File: src/rtl/dec_pkg.sv
// Shared types and helpers for the scanning N-to-2^N decoder.
// Holds the FSM state type, mode encodings and the one-hot helper.
package dec_pkg;

    typedef enum logic [1:0] {
        IDLE,
        DIRECT,
        SCAN
    } dec_state_t;

    localparam logic MODE_DIRECT = 1'b0;
    localparam logic MODE_SCAN   = 1'b1;

    localparam int MAXN    = 8;
    localparam int MAXOUTS = 2 ** MAXN;

    // Callers slice the low 2**N bits for their own width.
    function automatic logic [MAXOUTS-1:0] onehot(
        input logic [MAXN-1:0] index
    );
        onehot        = '0;
        onehot[index] = 1'b1;
    endfunction

endpackage

File: src/rtl/dec_dwell_cnt.sv
// Dwell counter for the scanning decoder.
// Counts up on inc, clears on clr, flags terminal count at DWELL-1.
module dec_dwell_cnt #(
    parameter int DWELL = 4,
    parameter int CW    = 16
) (
    input  logic clk,
    input  logic rst,
    input  logic clr,
    input  logic inc,
    output logic tc
);

    localparam logic [CW-1:0] LAST = CW'(DWELL - 1);

    logic [CW-1:0] cnt;

    always_ff @(posedge clk or posedge rst) begin
        if (rst) begin
            cnt <= '0;
        end else if (clr) begin
            cnt <= '0;
        end else if (inc) begin
            cnt <= cnt + 1'b1;
        end
    end

    assign tc = (cnt == LAST);

endmodule

File: src/rtl/dec_scan_n.sv
// Registered N-to-2^N decoder with DIRECT and free-running SCAN modes.
// Define DEC_SCAN_BLANK_EN to insert a blank cycle on each scan step.
module dec_scan_n
    import dec_pkg::*;
#(
    parameter int N     = 3,
    parameter int DWELL = 4,
    parameter int CW    = 16
) (
    input  logic            clk,
    input  logic            rst,
    input  logic            en,
    input  logic            mode,
    input  logic            load,
    input  logic [N-1:0]    a,
    output logic [2**N-1:0] y,
    output logic [N-1:0]    idx,
    output logic            valid,
    output logic            wrap
);

    localparam int OUTS = 2 ** N;

    dec_state_t state_q;
    dec_state_t state_n;

    logic [N-1:0]       idx_n;
    logic [OUTS-1:0]    y_n;
    logic               valid_n;
    logic               wrap_n;
    logic               blank_n;
    logic               cnt_clr;
    logic               cnt_inc;
    logic               tc;
    logic [MAXOUTS-1:0] oh_full;

`ifdef DEC_SCAN_BLANK_EN
    logic blank_q;
`endif

    dec_dwell_cnt #(
        .DWELL (DWELL),
        .CW    (CW)
    ) u_cnt (
        .clk (clk),
        .rst (rst),
        .clr (cnt_clr),
        .inc (cnt_inc),
        .tc  (tc)
    );

    always_comb begin
        state_n = IDLE;
        unique case (1'b1)
            !en:                        state_n = IDLE;
            en && mode == MODE_DIRECT:  state_n = DIRECT;
            default:                    state_n = SCAN;
        endcase
    end

    always_comb begin
        idx_n   = idx;
        valid_n = 1'b0;
        wrap_n  = 1'b0;
        blank_n = 1'b0;
        cnt_clr = 1'b1;
        cnt_inc = 1'b0;
        unique case (state_n)
            DIRECT: begin
                if (load) idx_n = a;
                valid_n = 1'b1;
            end
            SCAN: begin
                if (load) begin
                    idx_n = a;
                end else if (state_q == SCAN) begin
`ifdef DEC_SCAN_BLANK_EN
                    // Counter stays cleared through the blank cycle.
                    if (!blank_q) begin
                        if (tc) begin
                            idx_n   = idx + 1'b1;
                            wrap_n  = &idx;
                            blank_n = 1'b1;
                        end else begin
                            cnt_clr = 1'b0;
                            cnt_inc = 1'b1;
                        end
                    end
`else
                    if (tc) begin
                        idx_n  = idx + 1'b1;
                        wrap_n = &idx;
                    end else begin
                        cnt_clr = 1'b0;
                        cnt_inc = 1'b1;
                    end
`endif
                end
                valid_n = !blank_n;
            end
            default: ;
        endcase
        oh_full = onehot(MAXN'(idx_n));
        y_n     = valid_n ? oh_full[OUTS-1:0] : '0;
    end

    always_ff @(posedge clk or posedge rst) begin
        if (rst) begin
            state_q <= IDLE;
            idx     <= '0;
            y       <= '0;
            valid   <= 1'b0;
            wrap    <= 1'b0;
        end else begin
            state_q <= state_n;
            idx     <= idx_n;
            y       <= y_n;
            valid   <= valid_n;
            wrap    <= wrap_n;
        end
    end

`ifdef DEC_SCAN_BLANK_EN
    always_ff @(posedge clk or posedge rst) begin
        if (rst) begin
            blank_q <= 1'b0;
        end else begin
            blank_q <= blank_n;
        end
    end
`endif

endmodule
File: config.mk
export PLATFORM = sky130hd
export DESIGN_NAME = dec_scan_n
export DESIGN_NICKNAME = d
export VERILOG_FILES = /design/src/rtl/dec_pkg.sv /design/src/rtl/dec_dwell_cnt.sv /design/src/rtl/dec_scan_n.sv
export SDC_FILE = /design/constraint.sdc
export NUM_CORES = 1
export LEC_CHECK = 0
export ABC_AREA = 1
export CORE_ASPECT_RATIO = 1.25
export CORE_UTILIZATION = 54
export DETAILED_ROUTE_END_ITERATION = 16
export PLACE_DENSITY = 0.86
export SLEW_MARGIN = 40
export SYNTH_ARGS = -nofsm -noshare
export SYNTH_HDL_FRONTEND = slang
export SYNTH_SLANG_ARGS = --single-unit
File: constraint.sdc
create_clock -name clk -period 1.8 [get_ports clk]
set_input_delay 0.45 -clock clk [delete_from_list [all_inputs] [get_ports clk]]
set_output_delay 0.45 -clock clk [all_outputs]
set_load 0.03 [all_outputs]
==> summary.md <==
| Metric | Value |
|---|---|
| Status | finished, violations left |
| Failing checks | negative setup slack |
| # DRC | 0 |
| HP Class | primary input to async pin |
| Fin. max-slew vios | 0 |
| Yosys warns | 0 |
| Cells after synthesis | 189 |
| Rows | 22 |
| Top-area cell type share of the netlist area | 46.27% |
| Drt wl/cell | 13.94 um |
| CTS tree | yes |
| Share of layout cells above drive strength 1 | 37.71% |
| CP Launch Type | flip-flop |
| Sum of negative setup slack | -0.01976 ns |
| Vias in the first global route | 1,374 |
| Full die area | 0.003333 mm2 |
| Leak | roughly 1.0 nW |
| Vias | 1,443 |
| Crit Path Category | flip-flop to flip-flop |
| Synth cell count leaders | 37 x nor2_1, 31 x dfrtp_1, 24 x inv_1 |
| Largest family of logic cells by synthesized area | simple AND/OR/NAND/NOR gates |
| 1st-pass router iterations | 4 |
| Adder-Cell Fraction of Synth Area | 2.239% |
| Input/output buffers | 20 |
| Final Hold Viols | 0 |
| CP Max Fanout | 6 |
| Fmax | around 550 MHz |
| Dominant register cell in the synthesized netlist | dfrtp_1 |
| Worst Path Arrival | 2.10 ns |
| Initial core utilization | 56.92% |
| First-pass GRT wire length | 5.775 mm |
| GRT Util Overall | roughly a quarter |
| Final setup margin | -0.01976 ns |
| Synth area leader | dfrtp_1 |
| Grt total ovfl | 0 |
| Cts hold-fix bufs | 0 |
| Area growth syn-to-layout | 32.84% |
| Async SR Flop Fraction | between 90% and 100% |
| Largest net degree at the start of global routing | 32 |
| Via-to-Cell Ratio | 5.305 |
| IO Pins | 21 |
| Post-synthesis mux area share | 0% |
| CTS buffer count | 5 |
| Most common cell in the synthesized netlist | nor2_1 |
| Max_cap viols | 0 |
| Sequential fraction of the synthesis area | ~46% |
| Net Count, Synth | 200 |
| RD Place Congestion | 0.8683 |
| Initial antenna violation count | 0 |
| Final min period | 1.820 ns |
| Setup Skew | 0.007261 ns |
| Clk root buf | clkbuf_4 |
| DP HPWL | 2.439 mm |
| Non-Filler Instances | 272 |
| Antenna Nets Post-Route | 0 |
| Cells after DPL | 254 |
| Average cell area after synthesis | 8.871 um2 |
| Core ar. | 0.002945 mm2 |
| Simple-gate share of the synthesized area | 38.73% |
| PD cells | 639.0 mW/mm2 |
| Area contributors post-synth | dfrtp_1 46%, nor2_1 8.3%, inv_1 5.4% |
| Total power | roughly 1.4 mW |
| Crit path capture type | flip-flop |
| Die width | 51.84 um |
| Iter 0 DRT Violations | 35 |
| Die height | 64.30 um |
| CP Data Required Time | 2.08 ns |
| Number of synthesized flops with an enable pin | 0 |
| Reg2reg setup slack | -0.02 ns |
| Antenna fix cells | 0 |
| # clock sinks | 31 |
| Slew @ Worst Pin | 0.4035 ns |
| WL final | 3.792 mm |
| Xor-xnor portion of the synthesized cell area | between 1.5 and 2% |
| Mapped cell area | about 0.0017 mm2 |
| Layout Nets | 246 |
| VDD IR-drop max | 640.1 uV |
| Final setup vio count | 1 |
| Slew HR | 73.10% |
| Period utilization | 101.1% |
| Clock H-tree levels | 2 |
| Unique masters post-synth | 33 |
| Synth Register Bits | 31 |
| CTS Buffer Depth | 2 |
| Clock transition at path regs | 0.11 ns |
| Synth Area in Compound Gates | under 10% |
| Unrepaired setup endpoints after global routing | true |
| Worst-Skew Late Latency | 0.35 ns |
per-layer routing:
metal  vias up  routed length [um]  share of wire, %  track usage [%]
li1        687                   -                 -                -
met1       710                1475                39            25.82
met2        33                2110                56            42.47
met3        13                 107               2.8            5.952
met4         0                  98               2.6            9.122
met5         -                   0                 0                0
worst paths after layout:
check | to | start | cells past startpoint
min in group clk | idx[0] | idx[0] | 2
hold / removal | y[4] | rst | 3
hold reg to reg | idx[0] | idx[0] | 2
setup / recovery | y[1] | u_cnt.cnt[0] | 12
max in group asynchronous | wrap | rst | 3
setup reg to reg | y[1] | u_cnt.cnt[0] | 12
critical path, stage by stage, from the launching register on:
cell     delay [ns]
dfrtp_1        0.42
ha_4           0.17
inv_2          0.03
nor2_2         0.10
nand2_2        0.10
nor2_4         0.15
nand3_2        0.11
nand2_2        0.08
nand3_2        0.09
nand3_2        0.09
nand3_4        0.11
buf_4          0.16
nor3_2         0.14
cells in the final DEF (no fill, tap or decap), types with 2 or more instances in the layout:
cell / netlist / routed
a21oi_1: 3 / 3
buf_4: 0 / 20
clkbuf_4: 0 / 5
clkdlybuf4s50_1: 0 / 7
clkinv_2: 1 / 2
clkinvlp_4: 0 / 2
dfrtp_1: 31 / 31
dlygate4sd2_1: 0 / 12
ha_1: 3 / 2
inv_1: 24 / 22
inv_2: 1 / 4
nand2_1: 23 / 16
nand2_2: 7 / 12
nand2_4: 3 / 5
nand3_1: 9 / 6
nand3_2: 2 / 4
nand3_4: 1 / 2
nand4_1: 3 / 3
nor2_1: 37 / 29
nor2_2: 5 / 9
nor2_4: 2 / 6
nor3_1: 4 / 4
nor3_2: 8 / 7
nor3_4: 1 / 2
nor3b_1: 2 / 2
o21a_1: 2 / 2
o21ai_0: 3 / 3
or2_2: 2 / 2
xor2_1: 3 / 3
cells by family (layout without fill, tap and decap cells):
group,count (synthesis),in the layout
adders and majority gates,3,3
AOI/OAI and AO/OA,11,11
DFF,31,31
buffers and inverters,29,76
and+or+nand+nor,112,112
xor gates and xnor gates,3,3
state kept, by name, summed over array words and instances, names as in the netlist:
| register | cells |
|---|---|
| state_q | 2 |
| u_cnt.cnt | 16 |
| valid | 1 |
| idx | 3 |
| wrap | 1 |
| y | 8 |
area by class of cell:
cell class	instances	area [um2]
clock buffers	5	37.54
clock inverters	3	20.02
fillers	177	718.2
inverters	27	102.6
multi-input cells	129	897.1
flip-flops and latches	31	775.7
well taps	36	45.04
repair buffers	41	349.1
stage by stage:
| stage | hold WS [ns] | cell area [um2] | utilization, % | worst slack, ns |
|---|---|---|---|---|
| floorplan | 0.4300 | 1677 | - | 0.1940 |
| global placement | 0.4413 | 1989 | 67.54 | -0.07332 |
| detailed placement | 0.4500 | 1989 | 67.54 | -0.1022 |
| CTS | 0.4648 | 2032 | 68.99 | 0.006354 |
| global route | 0.5357 | 2227 | 75.62 | -0.1607 |
| finish | 0.5084 | 2227 | 75.62 | -0.01976 |
where the power goes:
part	internal (mW)	total (mW)	leakage (nW)	switching, mW
Sequential	0.720	0.738	0.421	0.0182
Combinational	0.102	0.263	0.598	0.161
Clock	0.149	0.423	0.0272	0.274
Total	0.970	1.42	1.05	0.453
repair_timing:
| item | in CTS | in global routing |
|---|---|---|
| pin swaps | 0 | 19 |
| setup buffers | 0 | 10 |
| resized for setup | 12 | 34 |
| endpoints found under the setup margin | 12 | 13 |
Note: power is estimated with default switching activity, not from simulation.
